File: config.mk
export PLATFORM = sky130hd
export DESIGN_NAME = bram_stream_ctrl
export DESIGN_NICKNAME = d
export VERILOG_FILES = /design/src/rtl/bram_stream_pkg.sv /design/src/rtl/stream_fifo2.sv /design/src/rtl/bram_stream_ctrl.sv
export SDC_FILE = /design/constraint.sdc
export NUM_CORES = 1
export LEC_CHECK = 0
export CORE_MARGIN = 3
export CORE_UTILIZATION = 54
export CTS_CLUSTER_SIZE = 25
export DETAILED_ROUTE_END_ITERATION = 12
export GPL_ROUTABILITY_DRIVEN = 1
export PLACE_DENSITY_LB_ADDON = 0.25
export SLEW_MARGIN = 20
export SYNTH_ARGS = -nofsm -noshare
export SYNTH_HDL_FRONTEND = slang
export SYNTH_HIERARCHICAL = 1
export SYNTH_SLANG_ARGS = --single-unit
File: constraint.sdc
create_clock -name i_clk -period 5.9 [get_ports i_clk]
set_input_delay 0.885 -clock i_clk [delete_from_list [all_inputs] [get_ports i_clk]]
set_output_delay 0.885 -clock i_clk [all_outputs]
set_load 0.02 [all_outputs]
File: src/rtl/bram_stream_pkg.sv
// Shared types and constants for the block-RAM stream buffer controller.
package bram_stream_pkg;

  typedef enum logic {
    FILL  = 1'b0,
    DRAIN = 1'b1
  } state_e;

  // Output FIFO depth; two entries cover the one-cycle RAM read latency.
  localparam int unsigned FIFO_DEPTH = 2;

endpackage

File: src/rtl/stream_fifo2.sv
// Two-entry registered FIFO; entry 0 is always the head.
module stream_fifo2
  import bram_stream_pkg::*;
#(
  parameter int unsigned WIDTH = 9
) (
  input  logic             clk_i,
  input  logic             rst_ni,
  input  logic             push_i,
  input  logic [WIDTH-1:0] push_data_i,
  input  logic             pop_i,
  output logic [1:0]       count_o,
  output logic [WIDTH-1:0] head_o
);

  logic [WIDTH-1:0] e0_q, e0_d, e1_q, e1_d;
  logic [1:0]       cnt_q, cnt_d;

  assign count_o = cnt_q;
  assign head_o  = e0_q;

  // Next entries and occupancy for push, pop, or both in the same cycle.
  always_comb begin
    e0_d  = e0_q;
    e1_d  = e1_q;
    cnt_d = cnt_q;
    if (push_i && pop_i) begin
      if (cnt_q == 2'(FIFO_DEPTH)) begin
        e0_d = e1_q;
        e1_d = push_data_i;
      end else begin
        e0_d = push_data_i;
      end
    end else if (push_i) begin
      if (cnt_q == 2'd0) begin
        e0_d  = push_data_i;
        cnt_d = 2'd1;
      end else if (cnt_q == 2'd1) begin
        e1_d  = push_data_i;
        cnt_d = 2'd2;
      end
    end else if (pop_i) begin
      e0_d = e1_q;
      if (cnt_q != 2'd0) cnt_d = cnt_q - 2'd1;
    end
  end

  // Storage and count registers.
  always_ff @(posedge clk_i or negedge rst_ni) begin
    if (!rst_ni) begin
      e0_q  <= '0;
      e1_q  <= '0;
      cnt_q <= '0;
    end else begin
      e0_q  <= e0_d;
      e1_q  <= e1_d;
      cnt_q <= cnt_d;
    end
  end

endmodule

File: src/rtl/bram_stream_ctrl.sv
// Captures one AXI-Stream frame into a single-port RAM, then replays it in
// address order through a two-entry output FIFO with read credit control.
module bram_stream_ctrl
  import bram_stream_pkg::*;
#(
  parameter int unsigned ADDR_WIDTH = 8,
  parameter int unsigned DATA_WIDTH = 8,
  parameter int unsigned DEPTH      = 256
) (
  input  logic                  i_clk,
  input  logic                  rstn,
  input  logic [DATA_WIDTH-1:0] s_axis_tdata,
  input  logic                  s_axis_tvalid,
  output logic                  s_axis_tready,
  input  logic                  s_axis_tlast,
  output logic [DATA_WIDTH-1:0] m_axis_tdata,
  output logic                  m_axis_tvalid,
  input  logic                  m_axis_tready,
  output logic                  m_axis_tlast,
  output logic                  o_ce,
  output logic                  o_write,
  output logic [ADDR_WIDTH-1:0] o_addr,
  output logic [DATA_WIDTH-1:0] o_wdata,
  input  logic [DATA_WIDTH-1:0] i_rdata,
  output logic                  o_busy,
  output logic                  o_overflow
);

  localparam logic [ADDR_WIDTH-1:0] LAST_ADDR = ADDR_WIDTH'(DEPTH - 1);

  state_e                state_q, state_d;
  logic                  run_q;
  logic [ADDR_WIDTH-1:0] wr_ptr_q, wr_ptr_d;
  logic [ADDR_WIDTH:0]   rd_ptr_q, rd_ptr_d, len_q, len_d;
  logic                  ovf_q, ovf_d;
  logic                  infl_q, infl_d, infl_last_q, infl_last_d;
  logic                  fifo_pop;
  logic [1:0]            fifo_count;
  logic [DATA_WIDTH:0]   fifo_head;
  logic [2:0]            occupancy;
  logic                  read_ok;

  assign m_axis_tvalid = (fifo_count != 2'd0);
  assign m_axis_tdata  = fifo_head[DATA_WIDTH-1:0];
  assign m_axis_tlast  = fifo_head[DATA_WIDTH];
  assign fifo_pop      = m_axis_tvalid && m_axis_tready;
  assign o_busy        = (state_q == DRAIN);
  assign o_overflow    = ovf_q;

  // A pop this cycle frees a slot, so it is credited before deciding to read.
  assign occupancy = {1'b0, fifo_count} + {2'b00, infl_q};
  assign read_ok   = occupancy < (3'(FIFO_DEPTH) + {2'b00, fifo_pop});

  stream_fifo2 #(
    .WIDTH(DATA_WIDTH + 1)
  ) u_fifo (
    .clk_i      (i_clk),
    .rst_ni     (rstn),
    .push_i     (infl_q),
    .push_data_i({infl_last_q, i_rdata}),
    .pop_i      (fifo_pop),
    .count_o    (fifo_count),
    .head_o     (fifo_head)
  );

  // FSM next state, pointer updates and RAM port muxing.
  always_comb begin
    state_d       = state_q;
    wr_ptr_d      = wr_ptr_q;
    rd_ptr_d      = rd_ptr_q;
    len_d         = len_q;
    ovf_d         = ovf_q;
    infl_d        = 1'b0;
    infl_last_d   = 1'b0;
    s_axis_tready = 1'b0;
    o_ce          = 1'b0;
    o_write       = 1'b0;
    o_addr        = '0;
    o_wdata       = '0;
    unique case (state_q)
      FILL: begin
        s_axis_tready = run_q;
        if (s_axis_tvalid && run_q) begin
          o_ce     = 1'b1;
          o_write  = 1'b1;
          o_addr   = wr_ptr_q;
          o_wdata  = s_axis_tdata;
          wr_ptr_d = wr_ptr_q + ADDR_WIDTH'(1);
          if (wr_ptr_q == '0) ovf_d = 1'b0;
          if (s_axis_tlast || (wr_ptr_q == LAST_ADDR)) begin
            len_d   = {1'b0, wr_ptr_q} + (ADDR_WIDTH + 1)'(1);
            state_d = DRAIN;
            if (!s_axis_tlast) ovf_d = 1'b1;
          end
        end
      end
      DRAIN: begin
        if ((rd_ptr_q < len_q) && read_ok) begin
          o_ce        = 1'b1;
          o_addr      = rd_ptr_q[ADDR_WIDTH-1:0];
          rd_ptr_d    = rd_ptr_q + (ADDR_WIDTH + 1)'(1);
          infl_d      = 1'b1;
          infl_last_d = (rd_ptr_q == len_q - (ADDR_WIDTH + 1)'(1));
        end
        if (fifo_pop && m_axis_tlast) begin
          state_d  = FILL;
          wr_ptr_d = '0;
          rd_ptr_d = '0;
        end
      end
      default: state_d = FILL;
    endcase
  end

  // State, pointer and read-in-flight registers.
  always_ff @(posedge i_clk or negedge rstn) begin
    if (!rstn) begin
      state_q     <= FILL;
      run_q       <= 1'b0;
      wr_ptr_q    <= '0;
      rd_ptr_q    <= '0;
      len_q       <= '0;
      ovf_q       <= 1'b0;
      infl_q      <= 1'b0;
      infl_last_q <= 1'b0;
    end else begin
      state_q     <= state_d;
      run_q       <= 1'b1;
      wr_ptr_q    <= wr_ptr_d;
      rd_ptr_q    <= rd_ptr_d;
      len_q       <= len_d;
      ovf_q       <= ovf_d;
      infl_q      <= infl_d;
      infl_last_q <= infl_last_d;
    end
  end

endmodule

Yosys cells after proc, flatten, opt, wreduce, memory -nomap -nowiden

Cells that the tools add are included.

Flip-flop bits (word level): 51
Bits in latches: 0
Bits in writable memories: 0
Memory bits (read-only): 0
Bits of input ports: 21
Output and inout port bits: 31
Logic and storage cells: 94
Memories kept: 0

Add/sub/neg operators: 7
$mul: 0
Divide/modulo/power cells: 0
Order comparisons: 2
Eq/ne operators: 10
Shifts and indexed selects: 0
Muxes and demuxes: 40
Bitwise operators: 2
Reduce and logical (&&, ||, !) cells: 22

Operators by type and width:

| cell                  | number |
|---|---|
| $mux W9               | 12 |
| $mux W8               | 6 |
| $pmux W8 S2           | 2 |
| $mux W1               | 13 |
| $reduce_bool A2 Y1    | 6 |
| $mux W2               | 5 |
| $add A8 B1 Y9 const B | 1 |
| $add A9 B1 Y9 const B | 1 |
| $eq A9 B9 Y1          | 1 |
| $lt A9 B9 Y1          | 1 |
| $sub A9 B1 Y9 const B | 1 |
| $add A8 B1 Y8 const B | 1 |
| $eq A8 B8 Y1 const B  | 1 |
| $logic_not A8 Y1      | 1 |
| $reduce_and A2 Y1     | 4 |
| $reduce_and A4 Y1     | 2 |
| $ne A3 B1 Y1 const B  | 2 |
| $logic_and A1 B1 Y1   | 5 |
| $ne A2 B1 Y1 const B  | 2 |
| $ne A2 B2 Y1 const B  | 2 |
| $pmux W1 S2           | 2 |
| $add A2 B1 Y3         | 1 |
| $add A2 B1 Y3 const A | 1 |
| $lt A3 B3 Y1          | 1 |
| 8 further kinds       | 9 |

Longest topological paths before layout

Gate-level depths: netlist of the first run.

Depth after elaboration: 7
Depth in mapped cells: 8
Gate-level depth less buffers: 8

By module

Netlist of the first run, hierarchy kept.

By module, submodules not included:

| module           | instances | cells each | area an instance (um^2) | sequential area each (um^2) |
|---|---|---|---|---|
| bram_stream_ctrl | 1         | 241        | 2164.6                  | 775.7 |
| stream_fifo2     | 1         | 76         | 1021.0                  | 500.5 |

Worst setup path before layout of the first run

Ideal clock, no wire load.

Kind: register -> output
Start: register len_q[6]
End: output port o_addr[6]
Arrival: 2.031 ns
Data required time: 5.015 ns
Slack: 2.984 ns
Stages on the path, launching flop included: 8
Path buffers: 0
Cells stage by stage: dfrtp_1 -> inv_1 -> ha_1 -> a211oi_1 -> nand2_1 -> o2111ai_1 -> nand2_1 -> o21ai_0

Longest elaborated chain between the ends: 4

RTL lines:

| item                   | line                    | RTL |
|---|---|---|
| from (decl)            | bram_stream_ctrl.sv:34  | `logic [ADDR_WIDTH:0] rd_ptr_q, rd_ptr_d, len_q, len_d;` |
| from (signal assigned) | bram_stream_ctrl.sv:131 | `len_q <= len_d;` |
| $lt A9 B9 Y1           | bram_stream_ctrl.sv:98  | `if ((rd_ptr_q < len_q) && read_ok) begin` |
| $logic_and A1 B1 Y1    | bram_stream_ctrl.sv:98  |  |
| $mux W8                | bram_stream_ctrl.sv:98  |  |
| $pmux W8 S2            | bram_stream_ctrl.sv:80  | `unique case (state_q)` |
| to (decl)              | bram_stream_ctrl.sv:22  | `output logic [ADDR_WIDTH-1:0] o_addr,` |

Every way passes these cells.

Worst setup path after layout of the first run

Start: input port s_axis_tvalid
End: output port o_addr[7]

Longest elaborated chain between the ends: 3

RTL lines:

| item                | line                   | RTL |
|---|---|---|
| from (decl)         | bram_stream_ctrl.sv:13 | `input logic s_axis_tvalid,` |
| $logic_and A1 B1 Y1 | bram_stream_ctrl.sv:83 | `if (s_axis_tvalid && run_q) begin` |
| $mux W8             | bram_stream_ctrl.sv:83 |  |
| $pmux W8 S2         | bram_stream_ctrl.sv:80 |  |

Every way passes these cells.

==> results of run 1 <==
[Yosys cell counts, types with 5 or more instances]
master,n,share of area (%)
a21oi_1,10,1.6
a22o_1,8,2.2
and2_1,8,1.6
and3_1,8,1.6
clkbuf_1,7,0.82
dfrtp_1,51,40
ha_1,19,7.5
inv_1,17,2.0
mux2_2,11,3.9
mux2i_1,7,2.2
nand2_1,29,3.4
nand2b_1,7,1.4
nand3_1,12,1.9
nor2_1,7,0.82
o21ai_0,14,2.2
o221a_2,10,3.5
o31ai_1,7,1.6
or2b_1,5,1.2
xnor2_1,13,3.6
[power groups by stage]
stage | combinational, mW | sequential [mW] | clock [mW]
floorplan | 0.609 | 0.588 | 0
global placement | 0.843 | 0.586 | 0
detailed placement | 0.863 | 0.591 | 0
CTS | 0.869 | 0.584 | 0.231
global route | 0.961 | 0.605 | 0.242
finish | 0.866 | 0.587 | 0.225
[area by class of cell]
cell class              instances  area (sq um)
clock buffers                   7          96.3
inverters                      20          75.1
clock inverters                 1          7.51
fillers                       462          1800
flip-flops and latches         51          1280
multi-input cells             232          1750
well taps                      72          90.1
repair buffers                 52           513
[state kept, by name, indices dropped and copies added, names as in the netlist]
name / count
wr_ptr_q: 8
rd_ptr_q: 9
u_fifo/head_o: 9
o_overflow: 1
u_fifo/e1_q: 9
infl_q: 1
len_q: 9
u_fifo/count_o: 2
run_q: 1
o_busy: 1
infl_last_q: 1
[cell families (layout without fill, tap and decap cells)]
group	Yosys count	in the layout	share of synthesized area, %
xor gates and xnor gates	17	17	4.67
muxes	18	18	6.09
and+or+nand+nor	102	102	18.0
buffers and inverters	34	80	4.87
AOI/OAI and AO/OA	75	75	18.7
adders and majority gates	19	19	7.46
DFF	51	51	40.1
other	1	1	0.118
[worst max-delay path by stage]
stage                            to  slack [ns]  cells after the start
after global routing      o_addr[6]        1.53                      6
final                     o_addr[7]        1.70                      5
after CTS                 o_addr[7]        1.71                      5
after global placement    o_addr[6]        1.76                      6
after detailed placement  o_addr[7]        1.72                      5
after floorplan           o_addr[6]        2.98                      7
[stage by stage]
step	util, %	cells	hold WS [ns]
after floorplan	-	317	0.480
after global placement	66.1	427	0.486
after detailed placement	66.1	427	0.495
after CTS	68.0	435	0.517
after global routing	68.0	435	0.536
final	68.0	435	0.511
[layer usage]
| layer | wire, microns | GRT usage, % |
|---|---|---|
| met1 | 3430 | 31.7 |
| met2 | 3250 | 33.8 |
| met3 | 451 | 3.97 |
| met4 | 96 | 6.69 |
| met5 | 0 | 0 |
[worst max-delay path, stage by stage]
cell and delay [ns]:
clkdlybuf4s50_1 0.40, nand3b_1 0.36, clkinv_1 0.67, a22o_1 0.44, clkdlybuf4s50_1 0.55
==> impl_metrics.yaml, run 1 <==
status:
  outcome: "finished, final reports clean"
critical_path:
  r2r-start: "o_busy$_DFF_PN0_"
  critPathLaunchType: "primary input"
  worstPathArrival_ns: 3.32
  required_ns: 5.02
  cp-startpoint: "s_axis_tvalid"
  reg2reg_depth: 4
  crit_fanout: 25
  timing.rr.end: "len_q[3]$_DFFE_PN0P_"
  cp-end-kind: "primary output"
  r2r_slack_ns: 3.42
  crit_type: "primary input to primary output"
hold_path:
  min_path_cells: 2
  hp-start: "o_overflow$_DFFE_PN0P_"
  hold_end: "o_overflow$_DFFE_PN0P_"
  hold_class: "flop to flop"
yosys:
  synth_ff_type: "dfrtp_1"
  avgSynthCellArea_sq_um: 10.0
  synth_edf_count: 0
  synth_cell_types: 59
  netlist_area_sq_um: 3190
  synth_async_sr_flop_share_pct: 100
  yosys_warnings: 6
  syn_nets: 357
  ys_ff_latch: 51
  ys_seq_area_share_pct: 40.1
  syn-instance-count: 317
power:
  net-switching-power_mw: 0.700
  cellPowerDensity_nw_per_um2: 440
  power_frac_comb_pct: 51.6
  ir_drop_uv: 266
  p_seq_share_pct: 35.0
  power.total_mw: 1.68
  p_sw_share_pct: 41.7
  p_int_mw: 0.977
  p_clk_share_pct: 13.4
  p_leak_nw: 1.66
timing:
  worstMarginPinSlew_ns: 0.686
  fin_skew_ns: 0.00516
  worst_slack_ns: 1.70
  finalCritPeriodShare_pct: 71.2
  min_period_ns: 4.20
  rsz0062_at_grt: "false"
  relSlewSlack_pct: 54.2
  hold_violations: 0
  finalSetupViolCount: 0
  fin_tns_setup_ns: 0
  max_freq_mhz: 238
  drv_slew: 0
drt:
  via_per_inst: 5.97
  final_antenna_net_count: 0
  first_pass_iters: 4
  drt-initial-drc-count: 166
  wl_per_cell_microns: 16.6
  route.detailed.drc: 0
  wirelength_mm: 7.23
  route.vias.total: 2595
clock_tree:
  numCtsBuffers: 5
  root_buffer: "clkbuf_8"
  cts_sinks: 51
  htree_levels: 2
  postCtsSetupBuffers: 0
  clk_pin_slew_worst_paths_ns: 0.09
  insertion_delay_ns: 0.31
  ctsResizeCount: 0
  tritoncts: "done"
  cts_hold_buf: 0
  clock_path_buffers: 2
layout:
  area_delta_synth_final_pct: 19.7
  drive_above_1_share_pct: 12.4
  fin_area_sq_um: 3810
  num-nets-final: 402
  final_common_cell: "dfrtp_1"
  mostFrequentLayoutCells: "dfrtp_1 (51), clkdlybuf4s50_1 (50), nand2_1 (29), ha_1 (19), inv_1 (17)"
  diodes: 0
placement:
  gp_congestion: 0.856
  dpl_cell_area_sq_um: 3710
  numPortBuffers: 51
  pre_cts_ws_ns: 1.72
  hpwl_mm: 5.26
floorplanning:
  io_pins: 52
  start_util_pct: 56.8
  num_rows: 27
  core_sq_um: 5610
  die_y_microns: 82.8
  dieWidth_microns: 82.8
  die_area_sq_um: 6860
global_route:
  antenna_found_initial: 0
  grt_pass1_wl_mm: 12.4
  grt-ovfl-total: 0
  grt_max_degree: 52
  grt_pass1_vias: 2582
  grtUsageTotal_pct: 22.0
flow_run:
  maxCapViolations: 0
(Power assumes the default switching activity.)
==> inputs of run 2 (changes only) <==
Settings changed: CORE_UTILIZATION 54 to 49.
Clock period 5.9 ns to 3.85 ns, I/O delays scaled along.
==> run 2 against run 1 <==
Die area grew 9.5%. Critical path depth grew 3. Wire length rose by 5.7%. Flip-flop and latch count is the same. Via count rose by 2.3%. Total power up 55%. Worst hold slack got worse by 0.22 ns. Critical path type is now flop to primary output. Critical endpoint unchanged.
==> impl_metrics.yaml, run 2 (synthesis gave the netlist of run 1 again) <==
global_route:
  grtUsageTotal_pct: 21.3
  grt-ovfl-total: 0
  grt_max_degree: 30
  grt_pass1_wl_mm: 12.6
  antenna_found_initial: 0
  grt_pass1_vias: 2601
placement:
  pre_cts_ws_ns: 0.424
  hpwl_mm: 5.63
  numPortBuffers: 51
  gp_congestion: 0.868
  placedCellCount: 434
critical_path:
  timing.rr.end: "rd_ptr_q[4]$_DFFE_PN0P_"
  worstPathArrival_ns: 3.03
  cpMostUsedCell: "ha_1"
  cp-end-kind: "primary output"
  critPathLaunchType: "flop"
  path_cells: "ha_1 > ha_1 > o21ai_0 > and3_1 > nand2_1 > clkinv_1 > a22o_1 > clkdlybuf4s50_1"
  max_stage_delay_ns: 0.54
  reg2reg_depth: 7
  r2r_slack_ns: 1.50
  crit_family: "buffers and inverters"
  crit_fanout: 10
  required_ns: 3.27
  crit_slowest_cell: "clkdlybuf4s50_1"
  cp.buffers_inverters: 2
  crit_type: "flop to primary output"
  r2r-start: "len_q[6]$_DFFE_PN0P_"
drt:
  final_antenna_net_count: 0
  wl_per_cell_microns: 17.3
  route.vias.total: 2654
  wirelength_mm: 7.64
  route.detailed.drc: 0
  via_per_inst: 6.00
  first_pass_iters: 4
  drt-initial-drc-count: 162
layout:
  num-nets-final: 406
  fin_util_pct: 63.0
  mostFrequentLayoutCells: "dfrtp_1 (51), clkdlybuf4s50_1 (50), nand2_1 (29), ha_1 (19), inv_1 (17)"
  drive_above_1_share_pct: 13.6
  area_delta_synth_final_pct: 20.6
  stdcell_count: 442
  diodes: 0
  final_common_cell: "dfrtp_1"
clock_tree:
  clock_path_buffers: 2
  tritoncts: "done"
  root_buffer: "clkbuf_8"
  clk_pin_slew_worst_paths_ns: 0.11
  htree_levels: 2
  insertion_delay_ns: 0.32
  cts_sinks: 51
  numCtsBuffers: 5
  cts_hold_buf: 0
  postCtsSetupBuffers: 0
  ctsResizeCount: 0
timing:
  worst_slack_ns: 0.240
  worstMarginPinSlew_ns: 0.734
  min_period_ns: 3.61
  fin_skew_ns: 0.0118
  fin_tns_setup_ns: 0
  hold_slack_ns: 0.290
  finalSetupViolCount: 0
  finalCritPeriodShare_pct: 93.8
  relSlewSlack_pct: 51.0
  drv_slew: 0
  hold_violations: 0
  max_freq_mhz: 277
  rsz0062_at_grt: "false"
floorplanning:
  die_area_sq_um: 7500
  io_pins: 52
  num_rows: 28
  start_util_pct: 52.3
  die_y_microns: 86.6
  core_sq_um: 6100
  dieWidth_microns: 86.6
power:
  cellPowerDensity_nw_per_um2: 677
  ir_drop_uv: 395
  p_leak_nw: 1.68
status:
  outcome: "finished, final reports clean"
hold_path:
  hold_class: "primary input to async pin"
flow_run:
  maxCapViolations: 0
-- run 2: changes by cell type in the layout (fill, tap and decap cells not counted) --
cell	before	now
buf_4	1	5
clkbuf_8	7	5
inv_6	0	2
o2111ai_1	2	1
o2111ai_2	0	1
-- run 2: worst max-delay path by stage --
stage | from | endpoint | slack [ns] | depth (start not counted)
global route | infl_q$_DFF_PN0_ | o_addr[3] | 0.02 | 8
CTS | len_q[6]$_DFFE_PN0P_ | o_addr[7] | 0.17 | 9
detailed placement | m_axis_tready | o_addr[5] | 0.42 | 8
finish | infl_q$_DFF_PN0_ | o_addr[7] | 0.24 | 8
floorplan | len_q[6]$_DFFE_PN0P_ | o_addr[6] | 1.24 | 7
global placement | m_axis_tready | o_addr[7] | 0.53 | 8
-- run 2: final cells by class --
class                           count  area, sq um
Fill cell                         542         2250
Multi-Input combinational cell    232         1760
Sequential cell                    51         1280
Timing Repair Buffer               56          543
Tap cell                           75         93.8
Inverter                           20         75.1
Clock buffer                        5         68.8
Clock inverter                      3         25.0
-- run 2: routing by layer --
| layer | up-vias | wire [microns] | global-route usage, % |
|---|---|---|---|
| met5 | - | 0 | 0 |
| met4 | 0 | 193 | 7.79 |
| met3 | 16 | 423 | 4.18 |
| met2 | 93 | 3460 | 32.5 |
| met1 | 1293 | 3560 | 29.9 |
| li1 | 1252 | - | - |
-- run 2: power by group --
group | total [mW] | leakage, nW | internal [mW] | switching, mW
logic | 1.37 | 0.980 | 0.646 | 0.727
registers | 0.891 | 0.656 | 0.706 | 0.185
clock network | 0.336 | 0.0452 | 0.133 | 0.203
-- run 2: per-stage QoR --
stage / power (mW) / area, sq um
5_1_grt: 2.79 / 3840
3_3_place_gp: 2.21 / 3740
3_5_place_dp: 2.25 / 3740
6_report: 2.60 / 3840
4_1_cts: 2.60 / 3840
2_1_floorplan: 1.83 / 3190
==> inputs of run 3 (changes only) <==
Settings changed: RECOVER_POWER from default to 50.
==> run 3 against run 2 <==
Sequential share of layout area is 0.076 points higher. Wire length about the same. Total power fell by 0.86%. Clock skew decreased by 0.0013 ns. Final cell count unchanged. Critical endpoint unchanged. First-iteration DRC count did not move. Core utilization fell by 0.14 points. The run now ends with max-capacitance violations, max-slew violations left. Highest routed layer unchanged.
==> impl_metrics.yaml, run 3 (synthesis gave the netlist of run 1 again) <==
status:
  outcome: "complete, but fails checks"
  violations: "max-capacitance violations, max-slew violations"
global_route:
  grt-ovfl-total: 0
  grt_pass1_vias: 2601
  antenna_found_initial: 0
  grtUsageTotal_pct: 21.3
  grt_pass1_wl_mm: 12.6
  grt_max_degree: 30
clock_tree:
  postCtsSetupBuffers: 0
  numCtsBuffers: 5
  tritoncts: "done"
  root_buffer: "clkbuf_8"
  insertion_delay_ns: 0.32
  htree_levels: 2
  clk_pin_slew_worst_paths_ns: 0.10
  clock_path_buffers: 2
  cts_hold_buf: 0
  cts_sinks: 51
  ctsResizeCount: 0
timing:
  hold_slack_ns: 0.517
  relSlewSlack_pct: -14.5
  finalCritPeriodShare_pct: 93.7
  drv_slew: 30
  worstMarginPinSlew_ns: 1.72
  min_period_ns: 3.61
  fin_skew_ns: 0.0104
  hold_violations: 0
  fin_tns_setup_ns: 0
  finalSetupViolCount: 0
  max_freq_mhz: 277
  rsz0062_at_grt: "false"
drt:
  route.detailed.drc: 0
  via_per_inst: 6.01
  first_pass_iters: 4
  final_antenna_net_count: 0
  route.vias.total: 2656
  wl_per_cell_microns: 17.3
  drt-initial-drc-count: 162
  wirelength_mm: 7.64
hold_path:
  min_path_cells: 2
  hold_class: "flop to flop"
critical_path:
  crit_type: "flop to primary output"
  path_cells: "ha_1 > ha_1 > o21ai_0 > and3_1 > nand2_1 > clkinv_1 > a22o_1 > clkdlybuf4s50_1"
  required_ns: 3.27
  worstPathArrival_ns: 3.03
  critPathLaunchType: "flop"
  crit_fanout: 10
  crit_slowest_cell: "clkdlybuf4s50_1"
  cpMostUsedCell: "ha_1"
  reg2reg_depth: 7
  max_stage_delay_ns: 0.54
  cp-end-kind: "primary output"
power:
  power.total_mw: 2.58
  ir_drop_uv: 385
  p_leak_nw: 1.68
  cellPowerDensity_nw_per_um2: 672
floorplanning:
  die_area_sq_um: 7500
  die_y_microns: 86.6
  num_rows: 28
  start_util_pct: 52.3
  core_sq_um: 6100
  dieWidth_microns: 86.6
  io_pins: 52
placement:
  placedCellCount: 434
  hpwl_mm: 5.63
  gp_congestion: 0.868
  numPortBuffers: 51
layout:
  final_common_cell: "dfrtp_1"
  diodes: 0
  fillerInstances: 545
  drive_above_1_share_pct: 12.8
  num-nets-final: 406
  mostFrequentLayoutCells: "dfrtp_1 (51), clkdlybuf4s50_1 (40), nand2_1 (29), ha_1 (19), inv_1 (17)"
  regArea_sq_um: 1280
  area_delta_synth_final_pct: 20.3
  multi_input_area_sq_um: 1760
  stdcell_count: 442
flow_run:
  maxCapViolations: 1
==> run 3: cell types whose count changed in the layout (fill, tap and decap cells not counted), sizes merged <==
cell,change
clkdlybuf4s50,-10
buf,-3
dlygate4sd3,+10
clkbuf,+3
==> run 3: worst max-delay path, delay by kind of cell (launching register included) <==
kind / cells / cell delay, ns
AND/OR/NAND/NOR: 2 / 0.43
AO/OA/AOI/OAI: 2 / 0.38
buffers and inverters: 2 / 0.84
adder cells (fa/ha/maj): 2 / 0.52
flip-flops: 1 / 0.52
==> run 3: power breakdown <==
group | internal (mW) | total (mW) | switching [mW] | leakage [nW]
clock network | 0.133 | 0.335 | 0.202 | 0.0452
logic | 0.628 | 1.35 | 0.726 | 0.978
registers | 0.706 | 0.889 | 0.182 | 0.656
==> run 3: layer usage <==
metal	routed length, microns	GRT usage, %	share of wire, %
met3	431	4.18	5.6
met5	0	0	0
met4	193	7.79	2.5
met1	3550	29.9	47
met2	3460	32.5	45
==> run 3: area by class of cell <==
class	instances	share of cell area [%]
Clock buffer	5	1.80
Clock inverter	3	0.653
Inverter	20	1.96
Multi-Input combinational cell	232	45.9
Sequential cell	51	33.3
Tap cell	75	2.45
Timing Repair Buffer	56	13.9
==> run 3: worst paths after layout <==
kind | end | start | slack [ns]
max | o_addr[7] | infl_q$_DFF_PN0_ | 0.24
min | o_overflow$_DFFE_PN0P_ | o_overflow$_DFFE_PN0P_ | 0.52
max reg2reg | rd_ptr_q[4]$_DFFE_PN0P_ | len_q[6]$_DFFE_PN0P_ | 1.49
min reg2reg | o_overflow$_DFFE_PN0P_ | o_overflow$_DFFE_PN0P_ | 0.52
max in group asynchronous | wr_ptr_q[4]$_DFFE_PN0P_ | rstn | 1.28
min in group asynchronous | u_fifo/head_o[0]$_DFFE_PN0P_ | rstn | 0.69
==> run 3: through the flow <==
step	worst slack, ns	util [%]	cell area [sq um]
2_1_floorplan	1.24	-	3190
3_3_place_gp	0.527	61.4	3740
3_5_place_dp	0.424	61.4	3740
4_1_cts	0.166	62.9	3840
5_1_grt	0.0197	62.9	3830
6_report	0.244	62.9	3830
